===== src/rtl/conv_seq_ctrl.sv =====
// conv_seq_ctrl: job sequencer for the convolution datapath.
// Ports: clk/rst_n; start/abort + cfg_* from the register block;
//   sram_rd_* to input SRAM; kernel_num_*/weight_vld and
//   conv_num/conv_num_valid/conv_ready/conv_done to the conv engine;
//   dout_valid in, ofmap_wr_en/ofmap_addr out; busy/done/aborted status.
module conv_seq_ctrl #(
    parameter int ADDR_W = 13,
    parameter int DATA_W = 32,
    parameter int NTAP   = 9
) (
    input  logic                 clk,
    input  logic                 rst_n,
    input  logic                 start,
    input  logic                 abort,
    input  logic [ADDR_W-1:0]    cfg_wbase,
    input  logic [ADDR_W-1:0]    cfg_ibase,
    input  logic [ADDR_W-1:0]    cfg_ilen,
    input  logic [ADDR_W-1:0]    cfg_obase,
    output logic                 sram_rd_en,
    output logic [ADDR_W-1:0]    sram_rd_addr,
    input  logic [DATA_W-1:0]    sram_rd_data,
    output logic [NTAP*16-1:0]   kernel_num_1,
    output logic [NTAP*16-1:0]   kernel_num_2,
    output logic                 weight_vld,
    output logic [DATA_W-1:0]    conv_num,
    output logic                 conv_num_valid,
    input  logic                 conv_ready,
    input  logic                 conv_done,
    input  logic                 dout_valid,
    output logic                 ofmap_wr_en,
    output logic [ADDR_W-1:0]    ofmap_addr,
    output logic                 busy,
    output logic                 done,
    output logic                 aborted
);

    localparam int CW = $clog2(NTAP + 1);
    localparam logic [ADDR_W-1:0] ONE = ADDR_W'(1);

    typedef enum logic [2:0] {IDLE, LOAD_W, STREAM, DRAIN, DONE} state_e;

    state_e              state_q;
    logic [ADDR_W-1:0]   wbase_q, ibase_q, ilen_q;
    logic [CW-1:0]       wcnt_q;
    logic [ADDR_W-1:0]   iss_q, xf_q, oaddr_q;
    logic [1:0]          cred_q, fcnt_q;
    logic                go_q, wpend_q, spend_q, cdone_q;
    logic                wp_q, rp_q;
    logic [DATA_W-1:0]   fifo_q [2];
    logic [15:0]         k1_q [NTAP];
    logic [15:0]         k2_q [NTAP];
    logic                wvld_q, done_q, abt_q;

    logic                rd_w, rd_s, fifo_ne, vld, xfer, push, pop, last;
    logic [DATA_W-1:0]   head;

    // Stream reads start one cycle after STREAM entry (go_q) so that the
    // FIFO bypass keeps each credit busy for only two cycles: issue, then
    // the transfer of the returned word. Two credits then sustain one
    // word per cycle.
    always_comb begin
        rd_w    = (state_q == LOAD_W) && (wcnt_q < CW'(NTAP));
        rd_s    = (state_q == STREAM) && go_q && (cred_q != 2'd0)
                  && (iss_q != ilen_q);
        fifo_ne = (fcnt_q != 2'd0);
        vld     = fifo_ne || spend_q;
        head    = fifo_ne ? fifo_q[rp_q] : sram_rd_data;
        xfer    = vld && conv_ready;
        push    = spend_q && (fifo_ne || !conv_ready);
        pop     = xfer && fifo_ne;
        last    = xfer && (xf_q == ilen_q - ONE);
    end

    assign sram_rd_en     = rd_w || rd_s;
    assign sram_rd_addr   = rd_w ? wbase_q + ADDR_W'(wcnt_q) :
                            rd_s ? ibase_q + iss_q : '0;
    assign conv_num_valid = vld;
    assign conv_num       = vld ? head : '0;
    assign weight_vld     = wvld_q;
    assign ofmap_wr_en    = dout_valid;
    assign ofmap_addr     = oaddr_q;
    assign busy           = (state_q != IDLE);
    assign done           = done_q;
    assign aborted        = abt_q;

    for (genvar k = 0; k < NTAP; k++) begin : g_k
        assign kernel_num_1[16*k +: 16] = k1_q[k];
        assign kernel_num_2[16*k +: 16] = k2_q[k];
    end

    always_ff @(posedge clk or negedge rst_n) begin
        if (!rst_n) begin
            state_q <= IDLE;
            wbase_q <= '0;
            ibase_q <= '0;
            ilen_q  <= '0;
            wcnt_q  <= '0;
            iss_q   <= '0;
            xf_q    <= '0;
            oaddr_q <= '0;
            cred_q  <= 2'd2;
            fcnt_q  <= 2'd0;
            go_q    <= 1'b0;
            wpend_q <= 1'b0;
            spend_q <= 1'b0;
            cdone_q <= 1'b0;
            wp_q    <= 1'b0;
            rp_q    <= 1'b0;
            fifo_q[0] <= '0;
            fifo_q[1] <= '0;
            for (int k = 0; k < NTAP; k++) begin
                k1_q[k] <= '0;
                k2_q[k] <= '0;
            end
            wvld_q  <= 1'b0;
            done_q  <= 1'b0;
            abt_q   <= 1'b0;
        end else begin
            abt_q  <= abort;
            done_q <= 1'b0;

            if (state_q == IDLE && start && !abort)
                oaddr_q <= cfg_obase;
            else if (dout_valid)
                oaddr_q <= oaddr_q + ONE;
            else if (state_q == IDLE)
                oaddr_q <= cfg_obase;

            if (abort) begin
                state_q <= IDLE;
                if (state_q != IDLE)
                    wvld_q <= 1'b0;
                go_q    <= 1'b0;
                wpend_q <= 1'b0;
                spend_q <= 1'b0;
                cdone_q <= 1'b0;
                cred_q  <= 2'd2;
                fcnt_q  <= 2'd0;
                wp_q    <= 1'b0;
                rp_q    <= 1'b0;
            end else begin
                wpend_q <= rd_w;
                spend_q <= rd_s;
                go_q    <= (state_q == STREAM);
                cred_q  <= cred_q - {1'b0, rd_s} + {1'b0, xfer};
                fcnt_q  <= fcnt_q + {1'b0, push} - {1'b0, pop};
                if (push) begin
                    fifo_q[wp_q] <= sram_rd_data;
                    wp_q         <= ~wp_q;
                end
                if (pop)
                    rp_q <= ~rp_q;
                if (rd_s)
                    iss_q <= iss_q + ONE;
                if (xfer)
                    xf_q <= xf_q + ONE;
                for (int k = 0; k < NTAP; k++) begin
                    if (wpend_q && wcnt_q == CW'(k + 1)) begin
                        k1_q[k] <= sram_rd_data[15:0];
                        k2_q[k] <= sram_rd_data[31:16];
                    end
                end
                // An early conv_done is remembered for DRAIN.
                if ((state_q == STREAM || state_q == DRAIN) && conv_done)
                    cdone_q <= 1'b1;

                unique case (state_q)
                    IDLE: begin
                        if (start) begin
                            state_q <= LOAD_W;
                            wbase_q <= cfg_wbase;
                            ibase_q <= cfg_ibase;
                            ilen_q  <= cfg_ilen;
                            wvld_q  <= 1'b0;
                            wcnt_q  <= '0;
                            iss_q   <= '0;
                            xf_q    <= '0;
                            cdone_q <= 1'b0;
                        end
                    end
                    LOAD_W: begin
                        if (wcnt_q == CW'(NTAP)) begin
                            wvld_q <= 1'b1;
                            if (ilen_q == '0) begin
                                state_q <= DONE;
                                done_q  <= 1'b1;
                            end else begin
                                state_q <= STREAM;
                            end
                        end else begin
                            wcnt_q <= wcnt_q + CW'(1);
                        end
                    end
                    STREAM: begin
                        if (last)
                            state_q <= DRAIN;
                    end
                    DRAIN: begin
                        if (conv_done || cdone_q) begin
                            state_q <= DONE;
                            done_q  <= 1'b1;
                        end
                    end
                    DONE: state_q <= IDLE;
                    default: state_q <= IDLE;
                endcase
            end
        end
    end

endmodule

===== config.mk =====
export PLATFORM = sky130hd
export DESIGN_NAME = conv_seq_ctrl
export DESIGN_NICKNAME = d
export VERILOG_FILES = /design/src/rtl/conv_seq_ctrl.sv
export SDC_FILE = /design/constraint.sdc
export NUM_CORES = 1
export LEC_CHECK = 0
export ABC_AREA = 0
export ABC_CLOCK_PERIOD_IN_PS = 2800
export CORE_UTILIZATION = 45
export CTS_CLUSTER_SIZE = 12
export DETAILED_ROUTE_END_ITERATION = 10
export PLACE_DENSITY = 0.84
export SLEW_MARGIN = 40
export SYNTH_ARGS = -nofsm -noshare
export SYNTH_HDL_FRONTEND = slang
export SYNTH_SLANG_ARGS = --single-unit

===== constraint.sdc =====
create_clock -name clk -period 2.8 [get_ports clk]
set_input_delay 0.28 -clock clk [delete_from_list [all_inputs] [get_ports clk]]
set_output_delay 0.28 -clock clk [all_outputs]
set_load 0.1 [all_outputs]

After elaboration in Yosys (flattened, before gate mapping)
Index checks and enable logic that the tools add are counted.
{"block": "word_totals", "out_inout_bits": 353, "input_bits": 91, "word_cells": 184, "reg_bits": 450}
{"block": "classes", "order_cmp": 4, "n_eq_ne": 21, "add_sub_neg": 11, "n_reduce_logical": 52, "bitwise": 5, "mux": 52}
{"operator": "2-to-1 mux 32 bit", "count": 6}
{"operator": "2-to-1 mux 13 bit", "count": 11}
{"operator": "bitwise mux 64 bit", "count": 1}
{"operator": "adder 13 x 1 -> 13 bit, second input constant", "count": 3}
{"operator": "demux 32 bit (select 1 bit)", "count": 1}
{"operator": "logical AND 1 bit", "count": 21}
{"operator": "AND reduction 2 bit", "count": 10}
{"operator": "2-to-1 mux 1 bit", "count": 19}
{"operator": "2-to-1 mux 3 bit", "count": 6}
{"operator": "equality test 4 x 3 -> 1 bit, second input constant", "count": 4}
{"operator": "adder 13 bit", "count": 1}
{"operator": "adder 13 x 4 -> 13 bit", "count": 1}
{"operator": "equality test 13 bit", "count": 1}
{"operator": "logical NOT 13 bit", "count": 1}
{"operator": "!= test 13 bit", "count": 1}
{"operator": "subtractor 13 x 1 -> 13 bit, second input constant", "count": 1}
{"operator": "case mux 3 bit (4 select lines)", "count": 1}
{"operator": "AND reduction 4 bit", "count": 3}
{"operator": "nonzero test 2 bit", "count": 5}
{"operator": "nonzero test 3 bit", "count": 3}
{"operator": "equality test 4 x 2 -> 1 bit, second input constant", "count": 2}
{"operator": "equality test 4 bit, second input constant", "count": 2}
{"operator": "2-to-1 mux 4 bit", "count": 2}
{"operator": "case mux 4 bit (2 select lines)", "count": 1}
{"operator": "other kinds (21)", "count": 38}

Depth between registers and ports, before layout
{"block": "logic_depth", "depth_word": 7, "depth_mapped": 12, "ltp_nobuf": 11}

Worst setup path before layout
OpenSTA, ideal clock, no wires.
{"block": "synth_timing", "kind": "register to output", "startpoint": "reg iss_q[0]", "endpoint": "out sram_rd_addr[10]", "n_path_buf": 0, "required_time_ns": 2.520, "slack_ns": -1.528, "path_stages_with_launch": 9, "arrival_ns": 4.048, "path_cell_list": "dfrtp_1 ha_1 fa_1 a21oi_1 o211ai_1 o211ai_1 a21boi_0 o21a_1 o32ai_1"}
{"block": "synth_via", "elab_chain_len": 4, "word_cells_on_any_way": 5, "cone_classes": "1 x add/sub; 1 x eq/ne; 2 x mux; 1 x reduce/logical"}
{"element": "start, declared", "line": "45", "rtl": "logic [ADDR_W-1:0] iss_q, xf_q, oaddr_q;"}
{"element": "start signal, assigned", "line": "154", "rtl": "iss_q <= iss_q + ONE;"}
{"element": "branches (longest 2 deep; another with adder 13 bit)"}
{"element": "2-to-1 mux 13 bit (*)", "line": "76", "rtl": "rd_s ? ibase_q + iss_q : '0;"}
{"element": "2-to-1 mux 13 bit (*)", "line": "75", "rtl": "assign sram_rd_addr = rd_w ? wbase_q + ADDR_W'(wcnt_q) :"}
{"element": "end, declared", "line": "20", "rtl": "output logic [ADDR_W-1:0] sram_rd_addr,"}
Every way passes the cells marked *.

Worst setup path in the final report
{"block": "layout_timing", "startpoint": "reg iss_q[6]", "endpoint": "out sram_rd_addr[10]"}
The elaborated chain is that of the path after synthesis.

==> run metrics <==
status finished, violations left; failing checks negative setup slack; Hold Vio Cnt, Final 0; sw frac 44.2%; critical path launch point type register; slew at the pin with the worst max-slew slack 615 ps; cells after synthesis 1616; FP Rows 76; PortBufs 443; CTS Buffer Depth 3; Sw Pwr 10.6 mW; RSZ-0062 raised after global routing yes; Post-Synthesis Cell Area 19900 um2; H-tree depth 2; io pins 444; count of final max-slew check failures 0; crit-path cells ha_1 > o21a_1 > o21a_1 > o211ai_1 > a21boi_2 > o21a_1 > o32ai_4 > buf_12; Power Internal 13.4 mW; CP max FO 6; max_cap viols 0; terminus of the critical flop-to-flop path state_q[0]; CTS buffer count 48; sequential share of the synthesized area 56.6%; CTS root buf clkbuf_16; setup slack after layout -347 ps; R2R cell count 8; CTS tree done; PD cells 881 nW/um2; WP data required 2520 ps; vias in the first global route 15900; Core Region 43400 um2; final worst path period need 3150 ps; Die X 212 um; Max Freq 318 MHz; Routed Antenna Nets 0; DR DRC count 0; Clock power frac 27.0%; Crit Reg-Reg Startpoint ilen_q[1]; worst path arrival time 2870 ps; critical path endpoint category primary output; Sequential Power Share 33.4%; Vias 15000; Die H 212 um; Post-synth ARST share 100%; layout cells sized above 1 45.7%; global route overflow 0; CP most frequent cell o21a_1; final setup fails 8; Placed Area 25200 um2; Crit-path slowest cell dfrtp_1; n_diodes 0; Final nets 2220; Mapped Nets 1739; worst slack at placement 122 ps; Reg2Reg Setup Slack 110 ps; setup_tns -1260 ps; routability cong. 0.888; Tot GR Track Use 26.6%; Critical path origin iss_q[6]; Static Leak 13.5 nW; Via-to-Cell Ratio 5.55; clk_lat worst skew 600 ps; post-layout util 62.8%; Max rail drop VDD 976 uV; Synth Register Bits 450; Die Area 45000 um2; Mean Syn Cell Area 12.3 um2; Final Cycle Share 112%; Synth warnings 0; Setup Crit Path Kind register to primary output; Finished Cell Area 27200 um2; clock slew seen by the registers of the worst setup and hold paths 60 ps; Avg WL per Cell 22.3 um; CTS sink count 450; min-delay worst type input pin to register; ys flop type dfrtp_1; initial core utilization 45.9%; pin count of the biggest net entering global routing 77; first-pass GRT wire length 91600 um; Post-DP HPWL 41600 um; initial antenna violation count 0; Worst slew margin 58.9%; Comb power frac 39.7%; initial drt markers 1117; Max Clock Skew 34.8 ps; number of enable flip-flop cells after synthesis 0; Yosys cell types 65; slowest stage delay, CP 480 ps; TritonRoute pass-1 iters 6; wirelength, routed 60300 um; total power 24.0 mW; Worst Setup EP sram_rd_addr[10]; Layout area overhead 36.9%
## placed cells by master, fill, tap and decap left out, types with 35 or more instances in the layout
master,netlist,routed
o21ai_1,0,35
clkbuf_16,0,48
mux2i_1,36,36
buf_4,1,392
mux2_2,353,353
nor2_1,54,50
buf_12,0,52
nand2_1,174,164
nand3_1,62,61
clkdlybuf4s50_1,0,89
dfrtp_1,449,436
## metrics by stage
step	std cells	hold slack (ps)
final	2709	211
after global routing	2709	213
after CTS	2705	182
after detailed placement	2617	297
after global placement	2617	284
after floorplan	1616	-15.6
## cells in the mapped netlist, types with 23 or more instances
cell	n	area share, %
clkbuf_1	80	1.5
mux2_2	353	20
dfrtp_1	449	56
nor2_1	54	1.0
nand2_1	174	3.3
mux2i_1	36	1.8
inv_1	23	0.43
nand3_1	62	1.6
xor2_1	32	1.4
o21ai_0	74	1.9
xnor2_1	36	1.6
buf_1	26	0.49
ha_1	30	1.9
a21oi_1	25	0.63
## sequential cells by signal (all words and copies together) (netlist names), 2 cells and up
register	cells
kernel_num_1	144
kernel_num_2	144
fifo_q	64
ibase_q	13
ilen_q	13
iss_q	13
ofmap_addr	13
wbase_q	13
xf_q	13
wcnt_q	4
state_q	3
cred_q	2
fcnt_q	2
## layout make-up
type	instances	area, um2
fillers	3213	16100
flip-flops and latches	450	11300
multi-input cells	1034	8600
repair buffers	539	4950
clock buffers	62	1320
well taps	585	732
clock inverters	15	258
inverters	24	90.1
## power groups by stage
stage | Clock (mW) | Sequential (mW) | Combinational, mW
after floorplan | 0 | 12.8 | 2.15
after global placement | 0 | 8.01 | 9.31
after detailed placement | 0 | 8.06 | 9.42
after CTS | 6.59 | 7.97 | 9.49
after global routing | 6.83 | 8.09 | 9.80
final | 6.47 | 8.00 | 9.51
## critical path, delay by kind of cell (launching register included)
kind,cells,cell delay [ps]
compound gates,6,1150
flops,1,480
fa+ha+maj,1,430
buf+inv,1,210
## cell families (layout without fill, tap and decap cells)
group / Yosys count / after routing / synth area share [%]
compound gates: 169 / 169 / 5.21
mux: 389 / 389 / 21.8
flops: 450 / 450 / 56.6
fa+ha+maj: 32 / 32 / 2.09
buf+inv: 132 / 640 / 2.55
xor+xnor: 68 / 68 / 2.99
simple gates: 376 / 376 / 8.74
## how the worst min path moves through the flow
stage / startpoint / to / cells after the start
5_1_grt: cfg_ilen[10] / ilen_q[10] / 3
2_1_floorplan: rst_n / aborted / 0
4_1_cts: cfg_ibase[12] / ibase_q[12] / 3
6_report: cfg_wbase[10] / wbase_q[10] / 3
3_3_place_gp: rst_n / kernel_num_2[42] / 1
3_5_place_dp: rst_n / kernel_num_2[13] / 1
## metal layers
layer | wire [um] | global-route usage [%]
met5 | 0 | 0
met4 | 1990 | 10.1
met3 | 4810 | 7.10
met2 | 29900 | 45.1
met1 | 23600 | 32.4
## what timing repair did
item | CTS | global route
endpoints found under the setup margin | 14 | 15
hold buffers | 1 | 0
gates resized for setup | 41 | 38
buffers inserted | 10 | 7
gates cloned | 0 | 0
endpoints found under the hold margin | 55 | 0
pin swaps | 13 | 18
Power figures use the tool's default switching activity.
